[src/rtl/pipe_pkg.sv]
// Shared definitions for the packet-processing pipeline.
//   - mode codes driven by the control/mode logic
//   - default thread count and per-thread PC width
//   - thread-id and PC types at the default widths
package pipe_pkg;

    typedef enum logic [1:0] {
        MODE_FIFO_IN  = 2'b00,
        MODE_FIFO_OUT = 2'b01,
        MODE_PROCESS  = 2'b10,
        MODE_IDLE     = 2'b11
    } mode_e;

    localparam int DEF_NUM_THREADS = 4;
    localparam int DEF_PC_W        = 7;
    localparam int DEF_TID_W       = $clog2(DEF_NUM_THREADS);

    typedef logic [DEF_TID_W-1:0] tid_t;
    typedef logic [DEF_PC_W-1:0]  pc_t;

endpackage

[src/rtl/rr_arbiter.sv]
// Combinational round-robin arbiter.
//   req    : one request bit per thread
//   last   : most recently granted thread
//   gnt_oh : one-hot grant (all zero when nothing requests)
//   gnt_id : encoded grant (equals last when nothing requests)
//   any    : at least one request present
// Search starts at last+1 and wraps; last itself is the final candidate.
module rr_arbiter
    import pipe_pkg::*;
#(
    parameter int N    = DEF_NUM_THREADS,
    parameter int ID_W = $clog2(N)
) (
    input  logic [N-1:0]    req,
    input  logic [ID_W-1:0] last,
    output logic [N-1:0]    gnt_oh,
    output logic [ID_W-1:0] gnt_id,
    output logic            any
);

    logic [ID_W-1:0] idx;

    always_comb begin
        idx    = '0;
        gnt_id = last;
        any    = |req;
        // Walk candidates from farthest to nearest so the nearest requester
        // after last is the one left standing. N is a power of two, so the
        // ID_W-bit add wraps modulo N for free.
        for (int k = N; k >= 1; k--) begin
            idx = last + ID_W'(k);
            if (req[idx]) begin
                gnt_id = idx;
            end
        end
        gnt_oh = '0;
        if (any) begin
            gnt_oh[gnt_id] = 1'b1;
        end
    end

endmodule

[src/rtl/thread_pc_scheduler.sv]
// Per-thread PC bank with round-robin fetch issue.
//   clk, rst (sync, active-low)
//   run                 : issue enable from mode logic
//   start               : clear PCs/halts, restart rotation at thread 0
//   br_valid/tid/target : PC redirect for one thread
//   halt_valid/tid      : mark a thread finished
//   if_valid/tid/addr   : registered fetch slot, addr = {tid, pc}
//   active              : per-thread not-halted mask
//   all_done            : every thread halted
module thread_pc_scheduler
    import pipe_pkg::*;
#(
    parameter int NUM_THREADS = DEF_NUM_THREADS,
    parameter int PC_W        = DEF_PC_W,
    parameter int TID_W       = $clog2(NUM_THREADS)
) (
    input  logic                   clk,
    input  logic                   rst,
    input  logic                   run,
    input  logic                   start,
    input  logic                   br_valid,
    input  logic [TID_W-1:0]       br_tid,
    input  logic [PC_W-1:0]        br_target,
    input  logic                   halt_valid,
    input  logic [TID_W-1:0]       halt_tid,
    output logic                   if_valid,
    output logic [TID_W-1:0]       if_tid,
    output logic [TID_W+PC_W-1:0]  if_addr,
    output logic [NUM_THREADS-1:0] active,
    output logic                   all_done
);

    logic [PC_W-1:0]         pc_q [NUM_THREADS];
    logic [PC_W-1:0]         pc_d [NUM_THREADS];
    logic [NUM_THREADS-1:0]  halted_q, halted_d;
    logic [TID_W-1:0]        last_q, last_d;
    logic                    if_valid_q, if_valid_d;
    logic [TID_W-1:0]        if_tid_q, if_tid_d;
    logic [TID_W+PC_W-1:0]   if_addr_q, if_addr_d;

    logic [NUM_THREADS-1:0]  gnt_oh;
    logic [TID_W-1:0]        gnt_id;
    logic                    req_any;
    logic                    issue;

    rr_arbiter #(
        .N    (NUM_THREADS),
        .ID_W (TID_W)
    ) u_arb (
        .req    (~halted_q),
        .last   (last_q),
        .gnt_oh (gnt_oh),
        .gnt_id (gnt_id),
        .any    (req_any)
    );

    always_comb begin
        halted_d = halted_q;
        if (halt_valid) begin
            halted_d[halt_tid] = 1'b1;
        end

        // A halt that retires the last active thread also suppresses this
        // cycle's issue, so if_valid is already low when all_done rises.
        issue = run && req_any && !(&halted_d);

        pc_d       = pc_q;
        last_d     = last_q;
        if_valid_d = 1'b0;
        if_tid_d   = if_tid_q;
        if_addr_d  = if_addr_q;

        if (issue) begin
            if_valid_d = 1'b1;
            if_tid_d   = gnt_id;
            if_addr_d  = {gnt_id, pc_q[gnt_id]};
            last_d     = gnt_id;
            for (int i = 0; i < NUM_THREADS; i++) begin
                if (gnt_oh[i]) begin
                    pc_d[i] = pc_q[i] + 1'b1;
                end
            end
        end

        // Applied after the increment so a same-cycle redirect wins.
        if (br_valid) begin
            pc_d[br_tid] = br_target;
        end

        if (start) begin
            for (int i = 0; i < NUM_THREADS; i++) begin
                pc_d[i] = '0;
            end
            halted_d   = '0;
            last_d     = TID_W'(NUM_THREADS - 1);
            if_valid_d = 1'b0;
        end
    end

    always_ff @(posedge clk) begin
        if (!rst) begin
            for (int i = 0; i < NUM_THREADS; i++) begin
                pc_q[i] <= '0;
            end
            halted_q   <= '0;
            last_q     <= TID_W'(NUM_THREADS - 1);
            if_valid_q <= 1'b0;
            if_tid_q   <= '0;
            if_addr_q  <= '0;
        end else begin
            for (int i = 0; i < NUM_THREADS; i++) begin
                pc_q[i] <= pc_d[i];
            end
            halted_q   <= halted_d;
            last_q     <= last_d;
            if_valid_q <= if_valid_d;
            if_tid_q   <= if_tid_d;
            if_addr_q  <= if_addr_d;
        end
    end

    assign if_valid = if_valid_q;
    assign if_tid   = if_tid_q;
    assign if_addr  = if_addr_q;
    assign active   = ~halted_q;
    assign all_done = &halted_q;

endmodule

[config.mk]
export PLATFORM = sky130hd
export DESIGN_NAME = thread_pc_scheduler
export DESIGN_NICKNAME = d
export VERILOG_FILES = /design/src/rtl/pipe_pkg.sv /design/src/rtl/rr_arbiter.sv /design/src/rtl/thread_pc_scheduler.sv
export SDC_FILE = /design/constraint.sdc
export NUM_CORES = 1
export LEC_CHECK = 0
export CELL_PAD_IN_SITES_DETAIL_PLACEMENT = 1
export CELL_PAD_IN_SITES_GLOBAL_PLACEMENT = 1
export CORE_ASPECT_RATIO = 0.75
export CORE_MARGIN = 3
export CORE_UTILIZATION = 41
export DETAILED_ROUTE_END_ITERATION = 16
export PLACE_DENSITY_LB_ADDON = 0.1
export SYNTH_ARGS = -nofsm -noshare
export SYNTH_HDL_FRONTEND = slang
export SYNTH_SLANG_ARGS = --single-unit
[constraint.sdc]
create_clock -name clk -period 2.6 [get_ports clk]
set_input_delay 0.78 -clock clk [delete_from_list [all_inputs] [get_ports clk]]
set_output_delay 0.78 -clock clk [all_outputs]
set_load 0.03 [all_outputs]
=== Word level (Yosys, flattened, before mapping) ===
Index checks and enable logic that the tools add are counted.
W data, S select, Z words.

* Register bits after elaboration: 46
* Bits of input ports: 17
* Output and inout bits: 17
* Logic and storage cells: 69

* Add/subtract/negate cells: 7
* Magnitude comparators: 10
* Muxes and demuxes: 28
* Bitwise gates (word level): 5
* Reductions and logical operators: 10

{| class="wikitable"
|+ Operator list
! operator !! number
|-
| $mux W28 || 2
|-
| $mux W7 || 7
|-
| $add A7 B1 Y7 const B || 4
|-
| $bwmux W28 || 1
|-
| $lt A2 B3 Y1 const B || 5
|-
| $bmux W7 S2 || 1
|-
| $demux W7 S2 || 1
|-
| $mux W4 || 2
|-
| $reduce_and A4 Y1 || 2
|-
| $bmux W1 S2 || 3
|-
| $ge A3 B3 Y1 const B || 2
|-
| $mux W1 || 6
|-
| $mux W2 || 3
|-
| $not A2 Y3 || 2
|-
| $logic_and A1 B1 Y1 || 5
|-
| $add A2 B2 Y2 const B || 2
|-
| $demux W1 S2 || 2
|-
| $ge A2 B1 Y1 const B || 2
|-
| $not A4 Y4 || 1
|-
| $or A4 B4 Y4 || 1
|-
| $reduce_or A4 Y1 || 1
|-
| $lt A3 B1 Y1 const B || 1
|-
| $add A2 B1 Y2 const B || 1
|-
| $reduce_or A2 Y1 || 1
|-
| 2 further kinds || 2
|}

=== Longest topological paths before layout ===
Gate-level depths: netlist of run 1.

* Depth after elaboration: 15
* Mapped depth: 8
* Mapped depth without buffers: 5

=== Hierarchy ===
Synthesis of run 1 repeated with hierarchy kept, for this count alone.

* Cell total of the unflattened synthesis: 291
* Area, all modules: 2461.1 um^2

{| class="wikitable"
|+ By module, submodules not included
! module !! times used !! cells an instance !! area each (um^2) !! sequential area each (um^2)
|-
| thread_pc_scheduler || 1 || 269 || 2318.5 || 880.8
|-
| rr_arbiter || 1 || 22 || 142.6 || 0.0
|}

=== Least setup slack after synthesis of run 1 ===
Ideal clock, no wire load.

* Path type: input to register
* Start: in halt_tid[0]
* End: reg pc_q[27] (netlist bit)
* Setup time: 74 ps
* Arrival: 2136 ps
* Data required time: 2526 ps
* Slack: 390 ps
* Stages on the path: 6
* Path buffers: 1
* Cell sequence: and4b_4 -> a211oi_4 -> o21ai_2 -> buf_6 -> or4_1 -> a31oi_1

* Word-level cells in the longest chain between the ends: 12
* Elaborated cells on any way between the ends: 13
* Classes of those cells: order compare: 2; mux: 6; bitwise: 1; reduce/logical: 4

{| class="wikitable"
|+ Ends and longest elaborated chain
! item !! line !! RTL
|-
| from (decl) || thread_pc_scheduler.sv:25 || <nowiki>input logic [TID_W-1:0] halt_tid,</nowiki>
|-
| $lt A2 B3 Y1 (implied by the code) or $ge A2 B1 Y1 (tied branches) || thread_pc_scheduler.sv:60 || <nowiki>halted_d[halt_tid] = 1'b1;</nowiki>
|-
| $logic_and A1 B1 Y1 (implied by the code) || thread_pc_scheduler.sv:60 ||
|-
| $mux W1 (implied by the code) || thread_pc_scheduler.sv:60 ||
|-
| $demux W1 S2 (*) || thread_pc_scheduler.sv:60 ||
|-
| $or A4 B4 Y4 (no source line) (*) || n/a ||
|-
| $mux W4 (*) || thread_pc_scheduler.sv:59 || <nowiki>if (halt_valid) begin</nowiki>
|-
| $reduce_and A4 Y1 (*) || thread_pc_scheduler.sv:65 || <nowiki>issue = run && req_any && !(&halted_d);</nowiki>
|-
| $logic_not A1 Y1 (*) || thread_pc_scheduler.sv:65 ||
|-
| $logic_and A1 B1 Y1 (*) || thread_pc_scheduler.sv:65 ||
|-
| $mux W28 (*) || thread_pc_scheduler.sv:73 || <nowiki>if (issue) begin</nowiki>
|-
| $bwmux W28 || thread_pc_scheduler.sv:87 || <nowiki>pc_d[br_tid] = br_target;</nowiki>
|-
| $mux W28 (*) || thread_pc_scheduler.sv:86 || <nowiki>if (br_valid) begin</nowiki>
|-
| to (signal, indexed assignment) || thread_pc_scheduler.sv:112 || <nowiki>pc_q[i] <= pc_d[i];</nowiki>
|-
| to (decl) || thread_pc_scheduler.sv:33 || <nowiki>logic [PC_W-1:0] pc_q [NUM_THREADS];</nowiki>
|}

Every way passes the cells marked *; elsewhere a longest branch is shown, timed or not.
A chain may end at the register's enable or synchronous reset.

=== Worst setup path after layout of run 1 ===
* Start: reg halted_q[1]
* End: out all_done

* Word-level cells in the longest chain between the ends: 1

{| class="wikitable"
|+ Ends and longest elaborated chain
! item !! line !! RTL
|-
| from (decl) || thread_pc_scheduler.sv:35 || <nowiki>logic [NUM_THREADS-1:0] halted_q, halted_d;</nowiki>
|-
| from (signal assigned) || thread_pc_scheduler.sv:114 || <nowiki>halted_q <= halted_d;</nowiki>
|-
| $reduce_and A4 Y1 || thread_pc_scheduler.sv:126 || <nowiki>assign all_done = &halted_q;</nowiki>
|-
| to (decl) || thread_pc_scheduler.sv:30 || <nowiki>output logic all_done</nowiki>
|}

No other way between the ends.

==> run_results.csv, run 1 <==
group,metric,value,unit
status,outcome,"completed",
synth,synth_nets,351,
setup_path,criticalPathCategory,"reg -> out",
sta,tightest_slew,860,ps
synth,ys_top_cells_by_area,"dfxtp_1, o21ai_0, a31oi_1, nand3_1, a21oi_1",
synth,yosysUniqueCellTypes,57,
setup_path,crit_path_max_incr_delay,680,ps
synth,synth_top_area_frac,0.333,
synth,synthesis.area,2650,um2
sta,slew_headroom,0.426,
power,pwr_density_cell,472,nW/um2
clock_network,cts_buffer_depth,2,
power,switchingPower,0.416,mW
placed_design,io_buffer_count,33,
setup_path,worstSetupEndpointType,"output port",
synth,ys_ff_latch,44,
synth,synthTopCellsByCount,"o21ai_0, dfxtp_1, a31oi_1, nand3_1, a21oi_1",
synth,postSynthCellCount,330,
detailed_routing,firstDrtPassIters,4,
clock_network,cts_tree,"yes",
floorplan,coreArea,6040,um2
detailed_routing,via_per_inst,6.26,
setup_path,start_kind,"flip-flop",
setup_path,worstPathArrival,1710,ps
power,p_seq_frac,0.464,
sta,setup_viol,0,
synth,avgSynthCellArea,8.02,um2
power,leakage,1.10,nW
synth,async_flop_share,0,
floorplan,initial_core_util,0.438,
sta,hold_viol_final,0,
clock_network,htreeDepth,2,
global_routing,grt_antenna_before_repair,0,
setup_path,crit_chain,"nand2_1 -> nor2_1 -> clkdlybuf4s50_1",
floorplan,die_height,75.6,um
clock_network,cts.sinks,44,
synth,synth_edf_count,0,
setup_path,cp.required,1820,ps
detailed_routing,route.detailed.wl_per_inst,20.1,um
global_routing,overflow,0,
placed_design,dpl_cell_area,3150,um2
clock_network,numCtsBuffers,5,
final_layout,drive_gt1_frac,0.132,
detailed_routing,drc,0,
power,p_sw_frac,0.267,
synth,ys_seq_area_frac,0.333,
sta,timing.final.max_slew_violations,0,
power,pwr-share-clk,0.375,
setup_path,cp_max_fo,8,
final_layout,fin_area,3300,um2
global_routing,grt_start_max_net_pins,26,
synth,yosysWarnings,0,
sta,timing.fmax,401,MHz
detailed_routing,wl,9030,um
clock_network,insertion_delay,310,ps
hold_path,hold_depth,2,
sta,min_period_over_period,0.959,
sta,final.setup_skew,11.2,ps
synth,yosysMostFrequentCell,"o21ai_0",
setup_path,reg2regPathDepth,7,
detailed_routing,drtAntennaViolNets,0,
placed_design,place_hpwl,6870,um
detailed_routing,drtIter0Drc,210,
flow_run,cap_viol_max_count,0,
synth,yosysTopAreaCell,"dfxtp_1",
clock_network,path_clk_slew,90,ps
final_layout,diodes,0,
synth,synth_ff_type,"dfxtp_1",
power,peakVddDrop,262,uV
power,pwr-share-comb,0.161,
placed_design,gp_congestion,0.884,
sta,rsz0062_at_grt,"no",
power,p_int,1.14,mW
final_layout,nets,392,
global_routing,grt_pass1_wl,14600,um
global_routing,grt.total_usage,0.252,
final_layout,post-route-util,0.547,
detailed_routing,routed-via-count,2819,
hold_path,hp-class,"reg -> reg",
floorplan,rows,24,
clock_network,clockRootBuffer,"clkbuf_8",
sta,period_needed,2490,ps
setup_path,cp_slowest_cell,"clkdlybuf4s50_1",
floorplan,pin_count,34,
floorplan,die_area,7460,um2
global_routing,grt_pass1_vias,2733,
final_layout,area_growth_syn_to_layout,24.9,%
sta,setup_tns,0,ps
floorplan,die_x,98.7,um
cell usage in the layout (no fill, tap or decap), types with 10 or more instances in the layout:
| cell type | netlist | layout |
|---|---|---|
| nand3_1 | 17 | 17 |
| clkdlybuf4s50_1 | 0 | 30 |
| dfxtp_1 | 44 | 43 |
| a21oi_1 | 15 | 15 |
| o31ai_1 | 10 | 10 |
| a31oi_1 | 22 | 22 |
| nand2_1 | 14 | 14 |
| buf_4 | 5 | 21 |
| o21ai_0 | 54 | 54 |
| inv_1 | 14 | 14 |
| nor2_1 | 14 | 14 |
cells by family (layout without fill, tap and decap cells):
| kind of cell | count (synthesis) | in the layout | synth area share |
|---|---|---|---|
| adders and majority gates | 4 | 4 | 0.0189 |
| xor gates and xnor gates | 2 | 2 | 0.00662 |
| and+or+nand+nor | 102 | 102 | 0.226 |
| muxes | 9 | 9 | 0.0364 |
| DFF | 44 | 44 | 0.333 |
| buffers and inverters | 37 | 79 | 0.0639 |
| AOI/OAI and AO/OA | 132 | 132 | 0.316 |
through the flow:
| step | hold WS [ps] | instances | total power, mW | setup slack (ps) |
|---|---|---|---|---|
| floorplan | 454 | 330 | 0.867 | 390 |
| global placement | 460 | 440 | 0.977 | -254 |
| detailed placement | 467 | 440 | 0.986 | -382 |
| finish | 472 | 450 | 1.56 | 106 |
| global route | 520 | 450 | 1.62 | 2.29 |
| CTS | 481 | 449 | 1.57 | -1.05 |
cell type report:
cell class,instances,area (um2)
repair buffers,57,543
clock inverters,1,30.0
clock buffers,7,96.3
flip-flops and latches,44,882
multi-input cells,249,1600
fillers,740,2730
well taps,78,97.6
inverters,14,52.6
power groups by stage:
| stage | clock, mW | sequential (mW) | combinational [mW] |
|---|---|---|---|
| finish | 0.584 | 0.724 | 0.250 |
| global route | 0.623 | 0.728 | 0.272 |
| CTS | 0.596 | 0.723 | 0.249 |
| detailed placement | 0 | 0.738 | 0.248 |
| global placement | 0 | 0.737 | 0.240 |
| floorplan | 0 | 0.738 | 0.128 |
worst max-delay path: cells and delay by family (launching register included):
| family | cells | cell delay, ps |
|---|---|---|
| flops | 1 | 490 |
| buf+inv | 1 | 680 |
| simple gates | 2 | 250 |
worst paths after layout:
path	startpoint	endpoint	slack, ps
max	halted_q[1]$_SDFF_PP0_	all_done	110
min	if_addr[5]$_SDFFE_PN0N_	if_addr[5]$_SDFFE_PN0N_	470
max reg2reg	halted_q[1]$_SDFF_PP0_	pc_q[17]$_SDFF_PP0_	410
min reg2reg	if_addr[5]$_SDFFE_PN0N_	if_addr[5]$_SDFFE_PN0N_	470
metal layers:
metal	wire, um	part of all wire	vias to the layer above	track usage
li1	-	-	1348	-
met1	4240	0.47	1375	0.348
met2	3990	0.44	83	0.396
met3	648	0.072	13	0.0595
met4	144	0.016	0	0.0788
met5	0	0	-	0
sequential cells by signal, summed over array words and instances (netlist names):
| signal | cells |
|---|---|
| last_q | 2 |
| halted_q | 4 |
| if_tid | 2 |
| if_valid | 1 |
| pc_q | 28 |
| if_addr | 7 |
timing repair:
item / CTS / global route
setup endpoints to repair: 9 / 22
pin swaps: 1 / 3
setup buffers: 1 / 1
resized for setup: 2 / 4
hold buffers: 0 / 0
Note: power is estimated with default switching activity, not from simulation.
==> run 2, diff against run 1 <==
--- a/config.mk
+++ b/config.mk
@@ -7,7 +7,6 @@
 export LEC_CHECK = 0
 export CELL_PAD_IN_SITES_DETAIL_PLACEMENT = 1
 export CELL_PAD_IN_SITES_GLOBAL_PLACEMENT = 1
-export CORE_ASPECT_RATIO = 0.75
 export CORE_MARGIN = 3
 export CORE_UTILIZATION = 41
 export DETAILED_ROUTE_END_ITERATION = 16
==> run 2 against run 1 <==
Net effect: sequential cell count did not move; hold slack improved by 23 ps; critical endpoint unchanged; global-route usage fell by 0.99 points.
==> run_results.csv, run 2 (synthesis results as in run 1) <==
group,metric,value,unit
status,outcome,"completed",
setup_path,criticalPathCategory,"reg -> out",
setup_path,cp_max_fo,8,
sta,hold_slack,496,ps
clock_network,cts_buffer_depth,2,
setup_path,start_kind,"flip-flop",
global_routing,overflow,0,
detailed_routing,routed-via-count,2786,
final_layout,diodes,0,
final_layout,final_cell_mix,"o21ai_0, dfxtp_1, clkdlybuf4s50_1, a31oi_1, buf_4",
final_layout,multi_input_area,1600,um2
setup_path,r2r-start,"last_q[0]$_SDFFE_PP1N_",
clock_network,ctsHoldBuffers,0,
final_layout,final_cells,445,
setup_path,crit_path_max_incr_delay,670,ps
final_layout,nets,390,
global_routing,grt_pass1_vias,2768,
sta,timing.final.max_slew_violations,0,
floorplan,initial_core_util,0.434,
setup_path,reg2regPathDepth,5,
final_layout,drive_gt1_frac,0.122,
final_layout,post-route-util,0.533,
detailed_routing,route.detailed.wl_per_inst,19.4,um
sta,final.setup_skew,6.79,ps
clock_network,cts_tree,"yes",
detailed_routing,drc,0,
sta,setup_viol,0,
hold_path,worstHoldStart,"if_addr[4]$_SDFFE_PN0N_",
setup_path,reg2reg_slack,370,ps
sta,tightest_slew,918,ps
setup_path,cp_slowest_cell,"clkdlybuf4s50_1",
detailed_routing,drtIter0Drc,172,
power,p_seq_frac,0.504,
final_layout,nFillCells,745,
clock_network,path_clk_slew,90,ps
power,p_sw_frac,0.290,
hold_path,min_to,"if_addr[4]$_SDFFE_PN0N_",
final_layout,mostFrequentLayoutCell,"o21ai_0",
clock_network,cts_setup_buffers,0,
power,fin_total_pwr,1.43,mW
power,p_int,1.02,mW
global_routing,grt.total_usage,0.242,
detailed_routing,drtAntennaViolNets,0,
final_layout,top_register,"pc_q",
power,pwr-share-comb,0.172,
hold_path,hold_depth,2,
power,pwr-share-clk,0.324,
floorplan,die_area,7450,um2
detailed_routing,firstDrtPassIters,4,
power,pwr_density_cell,441,nW/um2
clock_network,cts.sinks,44,
setup_path,worstSetupEndpointType,"output port",
final_layout,area_growth_syn_to_layout,22.8,%
setup_path,worstPathArrival,1700,ps
detailed_routing,wl,8630,um
clock_network,numCtsBuffers,5,
clock_network,htreeDepth,2,
sta,timing.fmax,402,MHz
clock_network,insertion_delay,310,ps
setup_path,crit_chain,"nand2_1 -> nor2_1 -> clkdlybuf4s50_1",
sta,slew_headroom,0.388,
global_routing,grt_antenna_before_repair,0,
flow_run,cap_viol_max_count,0,
final_layout,regArea,882,um2
setup_path,cp.required,1820,ps
floorplan,die_x,86.3,um
placed_design,gp_congestion,0.811,
floorplan,rows,28,
floorplan,die_height,86.3,um
setup_path,reg2reg_to,"pc_q[5]$_SDFF_PP0_",
power,peakVddDrop,271,uV
placed_design,io_buffer_count,33,
floorplan,coreArea,6100,um2
hold_path,hp-class,"reg -> reg",
final_layout,largest_register_ff_count,28,
sta,min_period_over_period,0.956,
floorplan,pin_count,34,
clock_network,clockRootBuffer,"clkbuf_8",
sta,period_needed,2480,ps
power,leakage,1.08,nW
sta,hold_viol_final,0,
placed_design,place_hpwl,6460,um
global_routing,grt_start_max_net_pins,30,
sta,rsz0062_at_grt,"no",
detailed_routing,via_per_inst,6.26,
global_routing,grt_pass1_wl,14300,um
placed_design,place_inst,437,
power,switchingPower,0.415,mW
run 2: cell count changes in the layout (fill, tap and decap cells not counted), sizes merged:
cell,change
dlymetal6s2s,+1
bufinv,-1
clkbuf,+1
buf,-2
dlygate4sd2,-1
run 2: through the flow:
stage	cell area (um2)	setup WS [ps]	TNS, ps
floorplan	2650	390	0
global placement	3140	-299	-5480
detailed placement	3140	-396	-8310
CTS	3240	10.4	0
global route	3250	18.2	0
finish	3250	115	0
run 2: final cells by class:
type                       count  share of cell area
multi-input combinational    249               0.493
clock buffer                   8              0.0277
inverter                      14              0.0162
sequential                    44               0.272
tap                           75              0.0289
timing repair buffer          55               0.163
run 2: critical path, delay by kind of cell (launching register included):
| family | cells | cell delay [ps] |
|---|---|---|
| buffers and inverters | 1 | 670 |
| and+or+nand+nor | 2 | 210 |
| DFF | 1 | 510 |
run 2: worst max-delay path by stage:
stage,start,end,slack [ps]
5_1_grt,halted_q[1]$_SDFF_PP0_,all_done,20
4_1_cts,halt_tid[1],pc_q[12]$_SDFF_PP0_,10
3_3_place_gp,halt_tid[1],pc_q[2]$_SDFF_PP0_,-300
2_1_floorplan,halt_tid[0],pc_q[27]$_SDFF_PP0_,390
6_report,halted_q[1]$_SDFF_PP0_,all_done,120
3_5_place_dp,halt_tid[1],pc_q[2]$_SDFF_PP0_,-400
run 2: routing by layer:
metal | global-route usage | up-vias | share of wire
met5 | 0 | - | 0
met4 | 0.0652 | 0 | 0.014
met3 | 0.0390 | 14 | 0.051
met2 | 0.379 | 61 | 0.46
met1 | 0.346 | 1371 | 0.47
li1 | - | 1340 | -
run 2: power groups by stage:
stage                     combinational, mW  sequential [mW]  clock [mW]
after floorplan                       0.128            0.738           0
after CTS                             0.247            0.722       0.473
after global placement                0.239            0.737           0
after detailed placement              0.244            0.737           0
final                                 0.246            0.722       0.465
after global routing                  0.268            0.727       0.499
run 2: repair_timing:
item / 4_1_cts / 5_1_grt
gates resized for setup: 1 / 4
hold endpoints to repair: 0 / 0
pin swaps: 2 / 3
endpoints found under the setup margin: 7 / 19
==> run 3, diff against run 2 <==
--- a/config.mk
+++ b/config.mk
@@ -11,6 +11,8 @@
 export CORE_UTILIZATION = 41
 export DETAILED_ROUTE_END_ITERATION = 16
 export PLACE_DENSITY_LB_ADDON = 0.1
+export REMOVE_ABC_BUFFERS = 1
 export SYNTH_ARGS = -nofsm -noshare
 export SYNTH_HDL_FRONTEND = slang
 export SYNTH_SLANG_ARGS = --single-unit
+export TNS_END_PERCENT = 20
==> run 3 against run 2 <==
Net effect: sequential cell count stayed put; final cell count is 0.22% lower; hold slack worse by 14 ps; sequential power hardly changed; die area stayed put; critical endpoint unchanged; highest routed layer unchanged.
==> run_results.csv, run 3 (synthesis results as in run 1) <==
group,metric,value,unit
status,outcome,"completed",
placed_design,gp_congestion,0.828,
setup_path,reg2reg_to,"pc_q[26]$_SDFF_PP0_",
clock_network,insertion_delay,310,ps
clock_network,cts_buffer_depth,2,
flow_run,cap_viol_max_count,0,
placed_design,place_hpwl,6470,um
detailed_routing,route.met2.wl,4150,um
final_layout,mostFrequentLayoutCell,"o21ai_0",
detailed_routing,drtAntennaViolNets,0,
clock_network,path_clk_slew,80,ps
setup_path,worstPathArrival,1650,ps
global_routing,grt_antenna_before_repair,0,
setup_path,cp_max_fo,11,
final_layout,final_cell_mix,"o21ai_0, dfxtp_1, clkdlybuf4s50_1, a31oi_1, buf_4",
hold_path,hp-class,"reg -> reg",
sta,timing.fmax,412,MHz
detailed_routing,drc,0,
hold_path,min_to,"if_tid[1]$_SDFFE_PN0N_",
sta,hold_viol_final,0,
setup_path,r2r-start,"halted_q[1]$_SDFF_PP0_",
detailed_routing,met1_length,4020,um
sta,min_period_over_period,0.933,
floorplan,die_height,86.3,um
global_routing,grt_pass1_wl,14200,um
detailed_routing,routed-via-count,2698,
sta,tightest_slew,835,ps
detailed_routing,met3_length,249,um
floorplan,die_area,7450,um2
clock_network,clockRootBuffer,"clkbuf_8",
clock_network,htreeDepth,2,
detailed_routing,highest_layer,"met4",
detailed_routing,firstDrtPassIters,4,
sta,setup_viol,0,
power,leakage,1.05,nW
power,pwr-share-clk,0.325,
sta,setup_tns,0,ps
detailed_routing,wl,8560,um
hold_path,hold_depth,2,
sta,timing.final.max_slew_violations,0,
final_layout,drive_gt1_frac,0.125,
clock_network,numCtsBuffers,5,
sta,period_needed,2430,ps
final_layout,post-route-util,0.532,
clock_network,ctsHoldBuffers,0,
power,p_seq_frac,0.504,
floorplan,initial_core_util,0.434,
power,peakVddDrop,221,uV
global_routing,grt_pass1_vias,2738,
power,fin_total_pwr,1.43,mW
setup_path,reg2reg_slack,400,ps
detailed_routing,via_per_inst,6.08,
setup_path,start_kind,"flip-flop",
clock_network,cts_tree,"yes",
power,switchingPower,0.416,mW
power,pwr_density_cell,441,nW/um2
detailed_routing,route.detailed.wl_per_inst,19.3,um
final_layout,area_growth_syn_to_layout,22.7,%
setup_path,cp.required,1820,ps
power,pwr-share-comb,0.171,
setup_path,worstSetupEndpointType,"output port",
final_layout,nets,389,
final_layout,diodes,0,
detailed_routing,drtIter0Drc,134,
global_routing,grt.total_usage,0.241,
floorplan,coreArea,6100,um2
power,p_sw_frac,0.291,
global_routing,grt_start_max_net_pins,32,
final_layout,largest_register_ff_count,28,
sta,slew_headroom,0.443,
hold_path,worstHoldStart,"if_tid[1]$_SDFFE_PN0N_",
clock_network,cts.sinks,44,
global_routing,overflow,0,
power,p_int,1.02,mW
final_layout,top_register,"pc_q",
sta,final.setup_skew,13.8,ps
floorplan,die_x,86.3,um
placed_design,io_buffer_count,33,
setup_path,reg2regPathDepth,7,
sta,rsz0062_at_grt,"no",
floorplan,pin_count,34,
floorplan,rows,28,
setup_path,criticalPathCategory,"reg -> out",
-- run 3: how the worst max path moves through the flow --
stage                          endpoint  slack (ps)                   start
finish                         all_done         170  halted_q[3]$_SDFF_PP0_
global route                   all_done          90  halted_q[3]$_SDFF_PP0_
CTS                  pc_q[6]$_SDFF_PP0_         -20              halt_valid
detailed placement  pc_q[26]$_SDFF_PP0_        -410             halt_tid[1]
global placement    pc_q[27]$_SDFF_PP0_        -320             halt_tid[1]
floorplan            pc_q[6]$_SDFF_PP0_         230             halt_tid[0]
-- run 3: worst max-delay path, stage by stage, from the launching register on --
cell             delay [ps]
dfxtp_2                 460
nand2_1                 110
nor2_1                  110
clkdlybuf4s50_1         670
-- run 3: stage by stage --
step           instances  area (um2)  hold slack [ps]  worst slack (ps)
6_report             444        3250              482               173
5_1_grt              444        3250              539              85.7
4_1_cts              444        3230              489             -23.0
3_5_place_dp         432        3110              477              -406
3_3_place_gp         432        3110              464              -317
2_1_floorplan        307        2530              457               227
-- run 3: final cells by class --
| cell class | instances | area [um2] |
|---|---|---|
| multi-input combinational | 249 | 1610 |
| clock inverter | 1 | 7.51 |
| fill | 767 | 2850 |
| timing repair buffer | 54 | 513 |
| clock buffer | 7 | 86.3 |
| inverter | 14 | 52.6 |
| tap | 75 | 93.8 |
| sequential | 44 | 883 |
-- run 3: repair_timing --
item / 4_1_cts / 5_1_grt
pin swaps: 2 / 2
setup buffers: 4 / 0
setup endpoints to repair: 11 / 25
resized for setup: 3 / 4
-- run 3: power by group through the flow --
| stage | logic (mW) | registers [mW] | clock network (mW) |
|---|---|---|---|
| global route | 0.269 | 0.726 | 0.506 |
| detailed placement | 0.243 | 0.737 | 0 |
| finish | 0.245 | 0.722 | 0.465 |
| CTS | 0.245 | 0.721 | 0.475 |
| global placement | 0.236 | 0.736 | 0 |
| floorplan | 0.107 | 0.747 | 0 |
-- run 3: metal layers --
metal | vias to the layer above | GRT usage
met5 | - | 0
li1 | 1339 | -
met1 | 1301 | 0.314
met2 | 44 | 0.414
met3 | 14 | 0.0361
met4 | 0 | 0.0609
